<file path="config.mk">
export PLATFORM = sky130hd
export DESIGN_NAME = periph_bus_arbiter_flat
export DESIGN_NICKNAME = d
export VERILOG_FILES = /design/src/rtl/periph_bus_arbiter_if.sv /design/src/rtl/periph_bus_arbiter.sv /design/src/flat_wrapper.sv
export SDC_FILE = /design/constraint.sdc
export NUM_CORES = 1
export LEC_CHECK = 0
export BUFFER_PORTS_ARGS = -buffer_cell sky130_fd_sc_hd__buf_4
export CAP_MARGIN = 20
export CORE_AREA = 2 2 118 120
export CTS_BUF_LIST = sky130_fd_sc_hd__clkbuf_2
export DETAILED_ROUTE_END_ITERATION = 10
export DIE_AREA = 0 0 120 122
export GPL_ROUTABILITY_DRIVEN = 0
export PLACE_DENSITY = 0.71
export SETUP_SLACK_MARGIN = 0.5
export SLEW_MARGIN = 20
export SYNTH_ARGS = -nofsm -noshare
export SYNTH_HDL_FRONTEND = slang
export SYNTH_SLANG_ARGS = --single-unit
</file>
<file path="constraint.sdc">
create_clock -name sysclk -period 6.6 [get_ports sysclk]
set_input_delay 1.98 -clock sysclk [delete_from_list [all_inputs] [get_ports sysclk]]
set_output_delay 1.98 -clock sysclk [all_outputs]
set_load 0.02 [all_outputs]
</file>
<file path="src/rtl/periph_bus_arbiter_if.sv">
// periph_bus_arbiter_if: bundle of the two master ports and the peripheral strobe port
//   m0_* / m1_* : req, wr, addr, wdata from each master; gnt, ack, err, rdata back to it
//   rd, wr, addr, wdata : strobe bus toward the peripheral; rdata returned combinationally
//   modport slave  : the arbiter's view
//   modport master : the environment's view (both masters and the peripheral)
interface periph_bus_arbiter_if;
    logic        m0_req;
    logic        m0_wr;
    logic [31:0] m0_addr;
    logic [31:0] m0_wdata;
    logic        m0_gnt;
    logic        m0_ack;
    logic        m0_err;
    logic [31:0] m0_rdata;
    logic        m1_req;
    logic        m1_wr;
    logic [31:0] m1_addr;
    logic [31:0] m1_wdata;
    logic        m1_gnt;
    logic        m1_ack;
    logic        m1_err;
    logic [31:0] m1_rdata;
    logic        rd;
    logic        wr;
    logic [31:0] addr;
    logic [31:0] wdata;
    logic [31:0] rdata;

    modport slave (
        input  m0_req, m0_wr, m0_addr, m0_wdata,
        output m0_gnt, m0_ack, m0_err, m0_rdata,
        input  m1_req, m1_wr, m1_addr, m1_wdata,
        output m1_gnt, m1_ack, m1_err, m1_rdata,
        output rd, wr, addr, wdata,
        input  rdata
    );

    modport master (
        output m0_req, m0_wr, m0_addr, m0_wdata,
        input  m0_gnt, m0_ack, m0_err, m0_rdata,
        output m1_req, m1_wr, m1_addr, m1_wdata,
        input  m1_gnt, m1_ack, m1_err, m1_rdata,
        input  rd, wr, addr, wdata,
        output rdata
    );
endinterface

</file>
<file path="src/rtl/periph_bus_arbiter.sv">
// periph_bus_arbiter: round-robin arbiter of two masters onto one peripheral strobe bus
//   sysclk : single clock, rising edge
//   reset  : synchronous, active-high
//   bus    : periph_bus_arbiter_if.slave (master handshakes and peripheral strobes)
// Every transaction takes IDLE -> ACCESS -> RESP; all outputs are registered.
module periph_bus_arbiter #(
    parameter logic [31:0] BASE_ADDR = 32'h40000000,
    parameter logic [31:0] TOP_ADDR  = 32'h40000020,
    parameter logic [31:0] PROT_TOP  = 32'h40000008
) (
    input logic                 sysclk,
    input logic                 reset,
    periph_bus_arbiter_if.slave bus
);
    typedef enum logic [1:0] {IDLE, ACCESS, RESP} state_t;

    state_t      state, state_n;
    logic        last, last_n;
    logic        sel, sel_n;
    logic        legal, legal_n;
    logic        rd_q, rd_n;
    logic        wr_q, wr_n;
    logic [31:0] addr_q, addr_n;
    logic [31:0] wdata_q, wdata_n;
    logic        gnt0, gnt0_n, gnt1, gnt1_n;
    logic        ack0, ack0_n, ack1, ack1_n;
    logic        err0, err0_n, err1, err1_n;
    logic [31:0] rdata0, rdata0_n, rdata1, rdata1_n;

    logic        any_req;
    logic        pick;
    logic        p_wr;
    logic [31:0] p_addr;
    logic [31:0] p_wdata;
    logic        p_legal;

    // On a tie the master not served last wins; a sole requester always wins.
    assign any_req = bus.m0_req | bus.m1_req;
    assign pick    = (bus.m0_req & bus.m1_req) ? ~last : bus.m1_req;
    assign p_wr    = pick ? bus.m1_wr    : bus.m0_wr;
    assign p_addr  = pick ? bus.m1_addr  : bus.m0_addr;
    assign p_wdata = pick ? bus.m1_wdata : bus.m0_wdata;
    // Master 1 may not write the timer registers at the bottom of the window.
    assign p_legal = (p_addr >= BASE_ADDR) && (p_addr <= TOP_ADDR) && (p_addr[1:0] == 2'b00)
                     && !(pick && p_wr && (p_addr <= PROT_TOP));

    always_ff @(posedge sysclk) begin
        if (reset) begin
            state   <= IDLE;
            last    <= 1'b1;
            sel     <= 1'b0;
            legal   <= 1'b0;
            rd_q    <= 1'b0;
            wr_q    <= 1'b0;
            addr_q  <= '0;
            wdata_q <= '0;
            gnt0    <= 1'b0;
            gnt1    <= 1'b0;
            ack0    <= 1'b0;
            ack1    <= 1'b0;
            err0    <= 1'b0;
            err1    <= 1'b0;
            rdata0  <= '0;
            rdata1  <= '0;
        end else begin
            state   <= state_n;
            last    <= last_n;
            sel     <= sel_n;
            legal   <= legal_n;
            rd_q    <= rd_n;
            wr_q    <= wr_n;
            addr_q  <= addr_n;
            wdata_q <= wdata_n;
            gnt0    <= gnt0_n;
            gnt1    <= gnt1_n;
            ack0    <= ack0_n;
            ack1    <= ack1_n;
            err0    <= err0_n;
            err1    <= err1_n;
            rdata0  <= rdata0_n;
            rdata1  <= rdata1_n;
        end
    end

    always_comb begin
        state_n = (state == IDLE)   ? (any_req ? ACCESS : IDLE) :
                  (state == ACCESS) ? RESP : IDLE;
    end

    // Next values of the registered outputs. The strobe is decided at the
    // IDLE edge so that it is a flop output during the ACCESS cycle.
    always_comb begin
        last_n   = last;
        sel_n    = sel;
        legal_n  = legal;
        rd_n     = 1'b0;
        wr_n     = 1'b0;
        addr_n   = addr_q;
        wdata_n  = wdata_q;
        gnt0_n   = gnt0;
        gnt1_n   = gnt1;
        ack0_n   = 1'b0;
        ack1_n   = 1'b0;
        err0_n   = 1'b0;
        err1_n   = 1'b0;
        rdata0_n = '0;
        rdata1_n = '0;
        if (state == IDLE) begin
            if (any_req) begin
                last_n  = pick;
                sel_n   = pick;
                legal_n = p_legal;
                rd_n    = p_legal & ~p_wr;
                wr_n    = p_legal & p_wr;
                addr_n  = p_legal ? p_addr  : addr_q;
                wdata_n = p_legal ? p_wdata : wdata_q;
                gnt0_n  = ~pick;
                gnt1_n  = pick;
            end
        end else if (state == ACCESS) begin
            ack0_n   = ~sel;
            ack1_n   = sel;
            err0_n   = ~sel & ~legal;
            err1_n   = sel & ~legal;
            rdata0_n = (~sel & rd_q) ? bus.rdata : '0;
            rdata1_n = (sel & rd_q)  ? bus.rdata : '0;
        end else begin
            gnt0_n = 1'b0;
            gnt1_n = 1'b0;
        end
    end

    assign bus.rd       = rd_q;
    assign bus.wr       = wr_q;
    assign bus.addr     = addr_q;
    assign bus.wdata    = wdata_q;
    assign bus.m0_gnt   = gnt0;
    assign bus.m1_gnt   = gnt1;
    assign bus.m0_ack   = ack0;
    assign bus.m1_ack   = ack1;
    assign bus.m0_err   = err0;
    assign bus.m1_err   = err1;
    assign bus.m0_rdata = rdata0;
    assign bus.m1_rdata = rdata1;
endmodule

</file>
<file path="src/flat_wrapper.sv">
// flat-port wrapper written by rule: the top's interface ports become plain ports
module periph_bus_arbiter_flat 
#(
    parameter logic [31:0] BASE_ADDR = 32'h40000000,
    parameter logic [31:0] TOP_ADDR  = 32'h40000020,
    parameter logic [31:0] PROT_TOP  = 32'h40000008
)
  (sysclk, reset, bus_m0_req, bus_m0_wr, bus_m0_addr, bus_m0_wdata, bus_m0_gnt, bus_m0_ack, bus_m0_err, bus_m0_rdata, bus_m1_req, bus_m1_wr, bus_m1_addr, bus_m1_wdata, bus_m1_gnt, bus_m1_ack, bus_m1_err, bus_m1_rdata, bus_rd, bus_wr, bus_addr, bus_wdata, bus_rdata);
  periph_bus_arbiter_if bus_i ();
  input logic sysclk;
  input logic reset;
  input wire logic [$bits(bus_i.m0_req)-1:0] bus_m0_req;
  input wire logic [$bits(bus_i.m0_wr)-1:0] bus_m0_wr;
  input wire logic [$bits(bus_i.m0_addr)-1:0] bus_m0_addr;
  input wire logic [$bits(bus_i.m0_wdata)-1:0] bus_m0_wdata;
  output wire logic [$bits(bus_i.m0_gnt)-1:0] bus_m0_gnt;
  output wire logic [$bits(bus_i.m0_ack)-1:0] bus_m0_ack;
  output wire logic [$bits(bus_i.m0_err)-1:0] bus_m0_err;
  output wire logic [$bits(bus_i.m0_rdata)-1:0] bus_m0_rdata;
  input wire logic [$bits(bus_i.m1_req)-1:0] bus_m1_req;
  input wire logic [$bits(bus_i.m1_wr)-1:0] bus_m1_wr;
  input wire logic [$bits(bus_i.m1_addr)-1:0] bus_m1_addr;
  input wire logic [$bits(bus_i.m1_wdata)-1:0] bus_m1_wdata;
  output wire logic [$bits(bus_i.m1_gnt)-1:0] bus_m1_gnt;
  output wire logic [$bits(bus_i.m1_ack)-1:0] bus_m1_ack;
  output wire logic [$bits(bus_i.m1_err)-1:0] bus_m1_err;
  output wire logic [$bits(bus_i.m1_rdata)-1:0] bus_m1_rdata;
  output wire logic [$bits(bus_i.rd)-1:0] bus_rd;
  output wire logic [$bits(bus_i.wr)-1:0] bus_wr;
  output wire logic [$bits(bus_i.addr)-1:0] bus_addr;
  output wire logic [$bits(bus_i.wdata)-1:0] bus_wdata;
  input wire logic [$bits(bus_i.rdata)-1:0] bus_rdata;
  assign bus_i.m0_req = bus_m0_req;
  assign bus_i.m0_wr = bus_m0_wr;
  assign bus_i.m0_addr = bus_m0_addr;
  assign bus_i.m0_wdata = bus_m0_wdata;
  assign bus_m0_gnt = bus_i.m0_gnt;
  assign bus_m0_ack = bus_i.m0_ack;
  assign bus_m0_err = bus_i.m0_err;
  assign bus_m0_rdata = bus_i.m0_rdata;
  assign bus_i.m1_req = bus_m1_req;
  assign bus_i.m1_wr = bus_m1_wr;
  assign bus_i.m1_addr = bus_m1_addr;
  assign bus_i.m1_wdata = bus_m1_wdata;
  assign bus_m1_gnt = bus_i.m1_gnt;
  assign bus_m1_ack = bus_i.m1_ack;
  assign bus_m1_err = bus_i.m1_err;
  assign bus_m1_rdata = bus_i.m1_rdata;
  assign bus_rd = bus_i.rd;
  assign bus_wr = bus_i.wr;
  assign bus_addr = bus_i.addr;
  assign bus_wdata = bus_i.wdata;
  assign bus_i.rdata = bus_rdata;
  periph_bus_arbiter #(.BASE_ADDR(BASE_ADDR), .TOP_ADDR(TOP_ADDR), .PROT_TOP(PROT_TOP)) u_core (.sysclk(sysclk), .reset(reset), .bus(bus_i));
endmodule
</file>
Word level (Yosys, flattened, before mapping)
Cells that the tools add are included.
Widths: inputs -> output; s select.

word-level totals
  bits in registers = 141
  input port bits = 166
  output and inout port bits = 136
  word-level logic and storage cells = 67

cells by class
  $lt $le $gt $ge = 3
  equality and inequality tests = 3
  muxes and demuxes = 12
  bitwise logic cells = 18
  reduce and logical (&&, ||, !) cells = 15

operators with widths
  operator              count
  $le 32x31->1 const B  2
  $mux 32               2
  $ge 32x31->1 const B  1
  $not 1->1             10
  $mux 1                8
  $reduce_or 4->1       2
  $and 1x1->1           7
  $reduce_or 3->1       2
  $logic_and 1x1->1     5
  $logic_not 2->1       2
  $mux 2                2
  $ne 2x1->1 const B    2
  $reduce_and 2->1      2
  $reduce_and 3->1      1
  $eq 2x1->1 const B    1
  $logic_not 1->1       1
  $or 1x1->1            1

Longest topological paths before layout
Gate-level depths: netlist of the first run.

  depth in word-level cells = 8
  depth in mapped cells = 9
  gate-level depth less buffers = 6

Worst setup path before layout of the first run
No wires, ideal clock.

  kind = input port to flip-flop
  start point = input port bus_m1_req
  end point = register u_core.wdata_q[10] (netlist: u_core.bus.wdata[10])
  library setup time = 0.146 ns
  data arrival time = 3.680 ns
  required time = 6.454 ns
  path slack = 2.774 ns
  cell stages on the path = 9
  buffers on the path = 3
  cells stage by stage = a21bo_1 buf_6 mux2_4 a31o_1 a311o_1 buf_2 buf_2 a21oi_1 a211oi_2

on the way
  word-level cells in the longest chain between the ends = 8
  elaborated cells between the ends (all ways) = 17
  classes of those cells = 3 x order compare; 4 x mux; 2 x bitwise; 8 x reduce/logical

RTL lines
  item                                                         line                                                source
  from (decl)                                                  flat_wrapper.sv:20                                  input wire logic [$bits(bus_i.m1_req)-1:0] bus_m1_req;
  $and 1x1->1                                                  periph_bus_arbiter.sv:39                            assign pick = (bus.m0_req & bus.m1_req) ? ~last : bus.m1_req;
  $mux 1                                                       periph_bus_arbiter.sv:39
  $mux 32 / $mux 1 (equally long branches)                     periph_bus_arbiter.sv:41, periph_bus_arbiter.sv:40
  $ge 32x31->1 (tied with other cells)                         periph_bus_arbiter.sv:44                            assign p_legal = (p_addr >= BASE_ADDR) && (p_addr <= TOP_ADDR) && (p_addr[1:0] == 2'b00)
  $logic_and 1x1->1, on equally long branches                  periph_bus_arbiter.sv:44, periph_bus_arbiter.sv:45
  $logic_and 1x1->1 / $logic_not 1->1 (equally long branches)  periph_bus_arbiter.sv:44, periph_bus_arbiter.sv:45
  $logic_and 1x1->1                                            periph_bus_arbiter.sv:45                            && !(pick && p_wr && (p_addr <= PROT_TOP));
  $reduce_and 3->1 (no source line)                            -
  to (signal assigned)                                         periph_bus_arbiter.sv:73                            wdata_q <= wdata_n;
  to (decl)                                                    periph_bus_arbiter.sv:24                            logic [31:0] wdata_q, wdata_n;

Several ways; a longest one is shown, not always the timed one.
A chain may end at the register's enable or synchronous reset.

Worst setup path after layout of the first run
  start point = input port bus_m1_req
  end point = register u_core.addr_q[5] (netlist: u_core.bus.addr[5])

on the way
  word-level cells in the longest chain between the ends = 8
  elaborated cells between the ends (all ways) = 16
  classes of those cells = 3 x order compare; 3 x mux; 2 x bitwise; 8 x reduce/logical

RTL lines
  item                                                         line                                                source
  $and 1x1->1                                                  periph_bus_arbiter.sv:39
  $mux 1                                                       periph_bus_arbiter.sv:39
  $mux 32 / $mux 1 (equally long branches)                     periph_bus_arbiter.sv:41, periph_bus_arbiter.sv:40
  $ge 32x31->1 (tied with other cells)                         periph_bus_arbiter.sv:44
  $logic_and 1x1->1, on equally long branches                  periph_bus_arbiter.sv:44, periph_bus_arbiter.sv:45
  $logic_and 1x1->1 / $logic_not 1->1 (equally long branches)  periph_bus_arbiter.sv:44, periph_bus_arbiter.sv:45
  $logic_and 1x1->1                                            periph_bus_arbiter.sv:45
  $reduce_and 3->1 (no source line)                            -
  to (signal assigned)                                         periph_bus_arbiter.sv:72                            addr_q <= addr_n;
  to (decl)                                                    periph_bus_arbiter.sv:23                            logic [31:0] addr_q, addr_n;

Several ways; a longest one is shown, not always the timed one.

==> impl_metrics.ini, run 1 <==
[synthesis]
synth_top_area_share = 0.5704
async_reset_ff_frac = 0
yosys_warnings = 0
postSynthAreaPerCell_um2 = 11.12
synth_ff_type = dfxtp_1
syn_inst = 445
synth_fp_nets = 611
ys_ff_latch = 141
synth_edf_count = 0
synth-seq-area-share = 0.5704
synth_top_area_cell = dfxtp_1
synth_common_cells = dfxtp_1, and2_1, a21oi_1, mux2i_1, and3_1
synth.area.top_cells = dfxtp_1, a211oi_2, and2_1, mux2i_1, and3_1
post-synth-top-count-cell = dfxtp_1
netlist_area_um2 = 4948
synth.distinct_cells = 37

[critical_path]
cp.arrival_ns = 5.14
cp_max_fo = 40
endpoint_kind = flip-flop
start_kind = input port
cp.required_ns = 7.11
worstSetupPathType = input port to flip-flop

[power_and_ir_drop]
p_per_area_nw_per_um2 = 213.1
leakagePower_uw = 0.003696
ir_drop_uv = 100.3

[timing]
setup_tns_ns = 0
tightest_slew_ns = 1.001
rsz0062_at_grt = false
slew_violations = 0
period_minus_slack_ns = 4.632
skew_ns = 0.02953
min_period_over_period = 0.7018
setup_viol_count_final = 0
max-slew-margin-rel = 0.3316
max_freq_mhz = 215.9
finalHoldViolations = 0

[layout]
final-instance-count-excl-fill = 931
final_nets = 904
area_growth_pct = 53.27
drive_gt1_frac = 0.4973

[route]
firstDrtPassIters = 4
post-route-drc-count = 0
ant_nets = 0
viasPerCell = 4.807
drt_iter0_markers = 236
post_drt_wl_per_cell_um = 16.82
via_count = 4475
routed_wl_mm = 15.66

[place]
dp.cells = 899
dp_hpwl_mm = 11.85
io_buffers = 301

[run_status]
status = finished clean

[run]
max_cap_viol_count = 0

[clock_tree]
clk_pin_slew_worst_paths_ns = 0.22
cts_tree = built
h-tree-depth = 4
cts_setup_buffers = 0
post_cts_resized = 0
cts.sinks = 141
worstSkewPairLatency_ns = 0.68
ctsLongestPathBuffers = 2
hold_buffers = 0
cts_buffers = 17
root_buffer = clkbuf_2

[global_route]
grt_usage = 0.2051
antenna_found_initial = 0
grt.overflow.total = 0
grt_max_degree = 48
grt_pass1_wl_mm = 23.09
grt_pass1_vias = 4535

[floorplan]
die_h_um = 122
dieWidth_um = 120
start_util = 0.3664
coreArea_um2 = 13500
ioPinCount = 302
dieArea_um2 = 14640
rows = 43

[min_path]
hp-class = flip-flop to flip-flop
-- worst paths after layout --
path / to / startpoint / depth (start not counted) / slack [ns]
min: u_core.bus.m1_gnt$_SDFFE_PP0P_ / u_core.state[1]$_SDFF_PP0_ / 1 / 0.47
max reg2reg: u_core.bus.addr[5]$_SDFFE_PP0P_ / u_core.last$_SDFFE_PP1P_ / 8 / 3.02
min reg2reg: u_core.bus.m1_gnt$_SDFFE_PP0P_ / u_core.state[1]$_SDFF_PP0_ / 1 / 0.47
max: u_core.bus.addr[5]$_SDFFE_PP0P_ / bus_m1_req / 9 / 1.97
-- worst max-delay path, cell delays in order --
cell and delay, ns:
buf_4 0.12, a21bo_2 0.42, buf_4 0.37, mux2i_1 0.43
a31o_1 0.17, a311o_1 0.17, buf_4 0.37, and2_2 0.88
a211oi_1 0.19
-- logic make-up (layout without fill, tap and decap cells) --
family / count (synthesis) / count (layout) / synth area share
and+or+nand+nor: 141 / 141 / 0.1669
muxes: 37 / 37 / 0.07585
buffers and inverters: 36 / 341 / 0.03792
DFF: 141 / 141 / 0.5704
AOI/OAI and AO/OA: 90 / 90 / 0.1489
other: 0 / 1 / 0
-- layout make-up --
type / instances / area, µm²
Clock inverter: 14 / 182.7
Timing Repair Buffer: 307 / 2305
Clock buffer: 17 / 85.08
Antenna cell: 1 / 2.502
Inverter: 3 / 11.26
Sequential cell: 141 / 2823
Multi-Input combinational cell: 268 / 1951
Fill cell: 1206 / 5919
Tap cell: 180 / 225.2
-- power breakdown --
group          leakage, µW  switching [µW]  internal [µW]
combinational      0.00240            92.9            103
clock             0.000154             332            218
sequential         0.00114            6.71            863
total              0.00370             432           1180
-- cells in the final DEF, fill, tap and decap left out, types with 9 or more instances in the layout --
cell,count
nor4_1,13
clkbuf_2,17
nor2_1,14
buf_4,307
nor3_1,9
mux2i_1,36
a21oi_1,41
dfxtp_1,141
a211oi_2,30
and3_1,34
and2_1,59
-- per-layer routing --
layer  GRT usage  routed length (µm)
met2      0.3789                8236
met1      0.2152                5889
met5           0                   0
met4     0.08676                 352
met3     0.06273                1185
-- sequential cells by signal, indices dropped and copies added (netlist names) --
signal and flops:
u_core.bus.m0_ack 1, u_core.state 2, u_core.bus.m0_err 1, u_core.bus.m0_rdata 32
u_core.bus.m1_ack 1, u_core.bus.m1_err 1, u_core.bus.m1_gnt 1, u_core.bus.addr 32
u_core.bus.m0_gnt 1, u_core.bus.m1_rdata 32, u_core.last 1, u_core.bus.wdata 32
u_core.bus.rd 1, u_core.sel 1, u_core.legal 1, u_core.bus.wr 1
-- metrics by stage --
step | setup WS, ns | cell area (µm²) | total power (µW) | hold WS (ns) | utilization
6_report | 1.968 | 7585 | 1617 | 0.4736 | 0.5617
5_1_grt | 1.787 | 7582 | 1685 | 0.4861 | 0.5615
4_1_cts | 2.023 | 7582 | 1632 | 0.4664 | 0.5615
3_5_place_dp | 1.280 | 7315 | 1083 | 0.4412 | 0.5416
3_3_place_gp | 1.454 | 7315 | 1079 | 0.4402 | 0.5416
2_1_floorplan | 2.774 | 4949 | 972.1 | 0.4151 | -
Power figures use the tool's default switching activity.
==> run 2, diff against run 1 <==
--- a/config.mk
+++ b/config.mk
@@ -5,6 +5,7 @@
 export SDC_FILE = /design/constraint.sdc
 export NUM_CORES = 1
 export LEC_CHECK = 0
+export ABC_AREA = 1
 export BUFFER_PORTS_ARGS = -buffer_cell sky130_fd_sc_hd__buf_4
 export CAP_MARGIN = 20
 export CORE_AREA = 2 2 118 120
@@ -12,7 +13,7 @@
 export DETAILED_ROUTE_END_ITERATION = 10
 export DIE_AREA = 0 0 120 122
 export GPL_ROUTABILITY_DRIVEN = 0
-export PLACE_DENSITY = 0.71
+export PLACE_DENSITY = 0.77
 export SETUP_SLACK_MARGIN = 0.5
 export SLEW_MARGIN = 20
 export SYNTH_ARGS = -nofsm -noshare
==> constraint.sdc (replaced) <==
create_clock -name sysclk -period 4.4 [get_ports sysclk]
set_input_delay 1.32 -clock sysclk [delete_from_list [all_inputs] [get_ports sysclk]]
set_output_delay 1.32 -clock sysclk [all_outputs]
set_load 0.02 [all_outputs]
==> impl_metrics.ini, run 2 <==
[run_status]
status = finished clean

[timing]
skew_ns = 0.03053
tightest_slew_ns = 0.7131
whs_ns = 0.4684
setup_viol_count_final = 0
max-slew-margin-rel = 0.5234
rsz0062_at_grt = false
max_freq_mhz = 311.4
finalHoldViolations = 0
min_period_over_period = 0.7299
setup_tns_ns = 0
slew_violations = 0
period_minus_slack_ns = 3.211

[layout]
drive_gt1_frac = 0.2988
stdcell_area_um2 = 8414
final_cell_mix = buf_4, nand2_1, nor2_1
final-instance-count-excl-fill = 1348
final_nets = 1322
antenna_cells = 0
area_growth_pct = 45.22
layout.cells.most_common = buf_4

[route]
via_count = 5928
drt_iter0_markers = 452
post_drt_wl_per_cell_um = 12.58
firstDrtPassIters = 5
routed_wl_mm = 16.96
ant_nets = 0
viasPerCell = 4.398
post-route-drc-count = 0

[critical_path]
critPathTopFamily = simple AND/OR/NAND/NOR gates
crit_chain = buf_4 > nand2_2 > buf_12 > o21ai_2 > nand2_1 > nor2_1 > nand2_1 > nor2_1 > nor2_1 > nand3_1 > nand4_4 > buf_4 > nand2_1 > nand2_1 > nor2_1
cpPeakStageDelay_ns = 0.38
start_kind = input port
r2r-start = u_core.last$_SDFFE_PP1P_
cp.required_ns = 5.03
worstSetupStartpoint = bus_m1_req
crit_buf_inv = 3
worstSetupPathType = input port to flip-flop
cp.arrival_ns = 3.84
regToRegSetupSlack_ns = 1.68
endpoint_kind = flip-flop
cp_max_fo = 49
crit_slowest_cell = nand4_4

[synthesis]
synth-seq-area-share = 0.4872
synth_common_cells = nand2_1, nor2_1, dfxtp_1, inv_1, nand3_1
synth_ff_type = dfxtp_1
netlist_area_um2 = 5794
post-synth-top-count-cell = nand2_1
synth_fp_nets = 1032
yosys_warnings = 0
async_reset_ff_frac = 0
syn_inst = 866
synth.area.top_cells = dfxtp_1, nand2_1, nor2_1, inv_1, nand3_1
postSynthAreaPerCell_um2 = 6.691
synth_top_area_share = 0.4872
ys_ff_latch = 141
synth.distinct_cells = 22
synth_edf_count = 0
synth_top_area_cell = dfxtp_1

[clock_tree]
h-tree-depth = 4
cts_setup_buffers = 0
post_cts_resized = 0
cts.sinks = 141
cts_tree = built
ctsLongestPathBuffers = 2
hold_buffers = 0
cts_buffers = 17
clk_pin_slew_worst_paths_ns = 0.19
root_buffer = clkbuf_2
worstSkewPairLatency_ns = 0.69

[global_route]
grt_pass1_vias = 5310
grt_pass1_wl_mm = 25.94
grt_usage = 0.2237
antenna_found_initial = 0
grt.overflow.total = 0
grt_max_degree = 66

[floorplan]
dieWidth_um = 120
rows = 43
ioPinCount = 302
dieArea_um2 = 14640
start_util = 0.4291
die_h_um = 122
coreArea_um2 = 13500

[min_path]
worstHoldStart = u_core.bus.addr[19]$_SDFFE_PP0P_
hp-class = flip-flop to flip-flop

[power_and_ir_drop]
leakagePower_uw = 0.004988
p_per_area_nw_per_um2 = 288.8
ir_drop_uv = 134.9

[place]
io_buffers = 301
placed_cell_area_um2 = 8178
dp_hpwl_mm = 13.13
dp.cells = 1317

[run]
max_cap_viol_count = 0
-- run 2: cell types whose count changed after synthesis, sizes merged, moves of 15 or more --
cell,change
a211oi,-36
a21oi,-36
and2,-60
and3,-34
buf,+15
inv,+135
mux2i,-35
nand2,+286
nand3,+42
nand3b,+20
nor2,+160
-- run 2: metal layers --
metal  up-vias  wire length [µm]  track usage
met5         -                 0            0
met4         0               343      0.08897
met3        23              1295      0.06742
met2       221              8463       0.3917
met1      2563              6857       0.2553
li1       3121                 -            -
-- run 2: tightest hold or removal path: stages, from the launching register on --
cell     delay (ns)
dfxtp_1        0.35
nand3_1        0.07
inv_1          0.03
-- run 2: path summary, 6_finish.rpt --
check / end / cells after the start
worst min register to register: u_core.bus.addr[19]$_SDFFE_PP0P_ / 2
worst max-delay path: u_core.bus.wdata[22]$_SDFFE_PP0P_ / 15
worst max register to register: u_core.bus.wdata[22]$_SDFFE_PP0P_ / 16
worst min-delay path: u_core.bus.addr[19]$_SDFFE_PP0P_ / 2
-- run 2: where the power goes --
| part | internal [µW] | total [µW] | switching [µW] | leakage [µW] |
|---|---|---|---|---|
| registers | 1300 | 1300 | 8.60 | 0.00114 |
| clock network | 271 | 745 | 474 | 0.000134 |
| logic | 178 | 380 | 202 | 0.00372 |
-- run 2: through the flow --
step	utilization	power [µW]	setup WS [ns]
floorplan	-	1529	1.389
global placement	0.6056	1708	0.5455
detailed placement	0.6056	1709	0.5111
CTS	0.6229	2454	1.266
global route	0.6231	2557	0.9751
finish	0.6231	2430	1.189
-- run 2: cells by family (layout without fill, tap and decap cells) --
group | after synthesis | in the layout | share of synthesized area
AOI/OAI and AO/OA | 11 | 11 | 0.01166
buffers and inverters | 179 | 481 | 0.1259
muxes | 1 | 1 | 0.001728
DFF | 141 | 141 | 0.4872
and+or+nand+nor | 534 | 534 | 0.3736
-- run 2: cell type report --
cell class,count,area [µm²]
sequential,141,2823
clock inverter,11,133.9
multi-input combinational,546,2247
fill,1298,5090
tap,180,225.2
inverter,138,518.0
timing repair buffer,312,2367
clock buffer,20,100.1
==> run 3, diff against run 2 <==
--- a/config.mk
+++ b/config.mk
@@ -5,7 +5,7 @@
 export SDC_FILE = /design/constraint.sdc
 export NUM_CORES = 1
 export LEC_CHECK = 0
-export ABC_AREA = 1
+export ABC_AREA = 0
 export BUFFER_PORTS_ARGS = -buffer_cell sky130_fd_sc_hd__buf_4
 export CAP_MARGIN = 20
 export CORE_AREA = 2 2 118 120
@@ -13,7 +13,7 @@
 export DETAILED_ROUTE_END_ITERATION = 10
 export DIE_AREA = 0 0 120 122
 export GPL_ROUTABILITY_DRIVEN = 0
-export PLACE_DENSITY = 0.77
+export PLACE_DENSITY = 0.73
 export SETUP_SLACK_MARGIN = 0.5
 export SLEW_MARGIN = 20
 export SYNTH_ARGS = -nofsm -noshare
==> constraint.sdc (replaced) <==
create_clock -name sysclk -period 2.6 [get_ports sysclk]
set_input_delay 0.78 -clock sysclk [delete_from_list [all_inputs] [get_ports sysclk]]
set_output_delay 0.78 -clock sysclk [all_outputs]
set_load 0.02 [all_outputs]
==> impl_metrics.ini, run 3 (same netlist as run 1, synthesis figures left out) <==
[clock_tree]
h-tree-depth = 4
clk_pin_slew_worst_paths_ns = 0.21
cts_buffers = 17
root_buffer = clkbuf_2
ctsLongestPathBuffers = 2
worstSkewPairLatency_ns = 0.68
cts.sinks = 141
cts_tree = built

[critical_path]
r2r-start = u_core.last$_SDFFE_PP1P_
start_kind = flip-flop
cp.required_ns = 3.17
endpoint_kind = flip-flop
rr_worst_depth = 8
cp.arrival_ns = 2.80
worstSetupPathType = flip-flop to flip-flop
r2r_end = u_core.bus.wdata[17]$_SDFFE_PP0P_
regToRegSetupSlack_ns = 0.37
cp_max_fo = 19

[timing]
slew_violations = 0
whs_ns = 0.2729
min_period_over_period = 0.8563
rsz0062_at_grt = true
skew_ns = 0.01643
setup_viol_count_final = 0
tightest_slew_ns = 0.5804
max-slew-margin-rel = 0.6131
max_freq_mhz = 449.2
finalHoldViolations = 0
period_minus_slack_ns = 2.226
setup_ws_ns = 0.3737

[route]
post_drt_wl_per_cell_um = 16.00
routed_wl_mm = 15.80
drt_iter0_markers = 169
via_count = 4684
post-route-drc-count = 0
firstDrtPassIters = 6
ant_nets = 0
viasPerCell = 4.741

[power_and_ir_drop]
p_per_area_nw_per_um2 = 467.7
ir_drop_uv = 261.8
leakagePower_uw = 0.004165

[place]
dp.cells = 923
io_buffers = 301
dp_hpwl_mm = 11.11
post-place-ws_ns = -0.2444

[global_route]
grt_pass1_wl_mm = 22.69
grt_usage = 0.1985
antenna_found_initial = 0
grt_pass1_vias = 4625
grt_max_degree = 35
grt.overflow.total = 0

[floorplan]
start_util = 0.3664
ioPinCount = 302
coreArea_um2 = 13500
dieArea_um2 = 14640
die_h_um = 122
rows = 43
dieWidth_um = 120

[layout]
final-instance-count-excl-fill = 988
final_cell_mix = buf_4, dfxtp_2, dfxtp_1
antenna_cells = 0
area_growth_pct = 76.97
layout.cells.most_common = buf_4
final_nets = 961
drive_gt1_frac = 0.6658
nFillCells = 1085

[min_path]
whs_endpoint = u_core.bus.m1_rdata[24]$_SDFF_PP0_
hold_depth = 2
hp-class = input port to flip-flop
worstHoldStart = bus_rdata[24]

[run_status]
status = finished clean

[run]
max_cap_viol_count = 0
[run 3: cell types whose count changed in the layout (fill, tap and decap cells not counted), moves of 36 or more]
cell and change:
a211oi_2 +36, and2_1 +59, buf_6 +46, dfxtp_1 -75
dfxtp_2 +70, inv_1 -134, nand2_1 -285, nand3_1 -42
nor2_1 -160
[run 3: timing repair]
item,in CTS,in global routing
setup buffers,6,22
pin swaps,0,1
hold endpoints to repair,0,0
gates resized for setup,40,126
hold buffers,0,0
setup endpoints to repair,80,143
gates cloned,1,4
[run 3: where the power goes]
group | total (µW) | switching (µW) | internal, µW
Combinational | 638 | 289 | 349
Sequential | 2210 | 18.1 | 2190
Clock | 1250 | 805 | 448
[run 3: stage by stage]
step | power, µW | area, µm² | setup TNS [ns] | util
6_report | 4096 | 8757 | 0 | 0.6485
5_1_grt | 4293 | 8757 | 0 | 0.6485
4_1_cts | 4088 | 8140 | 0 | 0.6028
3_5_place_dp | 2805 | 7662 | -12.78 | 0.5674
3_3_place_gp | 2788 | 7662 | -9.645 | 0.5674
2_1_floorplan | 2491 | 5082 | 0 | -
[run 3: worst max-delay path, cell delays in order, from the launching register on]
cell and delay (ns):
dfxtp_2 0.37, a21bo_4 0.24, mux2_4 0.31, a31o_1 0.18, a311o_2 0.43, buf_6 0.16
buf_16 0.19, a21oi_4 0.15, a211oi_2 0.06
[run 3: area by class of cell]
type / instances / area, µm² / area share
timing repair buffer: 364 / 3093 / 0.3532
clock buffer: 18 / 90.09 / 0.01029
sequential: 141 / 2929 / 0.3345
multi-input combinational: 268 / 2265 / 0.2586
tap: 180 / 225.2 / 0.02572
clock inverter: 14 / 143.9 / 0.01643
inverter: 3 / 11.26 / 0.001286
[run 3: worst max path at each step]
| stage | endpoint | startpoint | slack [ns] |
|---|---|---|---|
| 3_3_place_gp | u_core.bus.addr[0]$_SDFFE_PP0P_ | bus_m1_req | -0.19 |
| 5_1_grt | u_core.bus.addr[16]$_SDFFE_PP0P_ | u_core.last$_SDFFE_PP1P_ | 0.28 |
| 6_report | u_core.bus.wdata[17]$_SDFFE_PP0P_ | u_core.last$_SDFFE_PP1P_ | 0.37 |
| 3_5_place_dp | u_core.bus.addr[23]$_SDFFE_PP0P_ | bus_m1_req | -0.24 |
| 4_1_cts | bus_rd | u_core.bus.rd$_SDFF_PP0_ | 0.39 |
| 2_1_floorplan | u_core.bus.wdata[12]$_SDFFE_PP0P_ | bus_m1_req | 0.03 |
[run 3: per-layer routing]
metal	global-route usage	vias to the layer above	share of wire
li1	-	2282	-
met1	0.2178	2177	0.38
met2	0.3622	200	0.54
met3	0.05337	25	0.060
met4	0.08088	0	0.022
met5	0	-	0
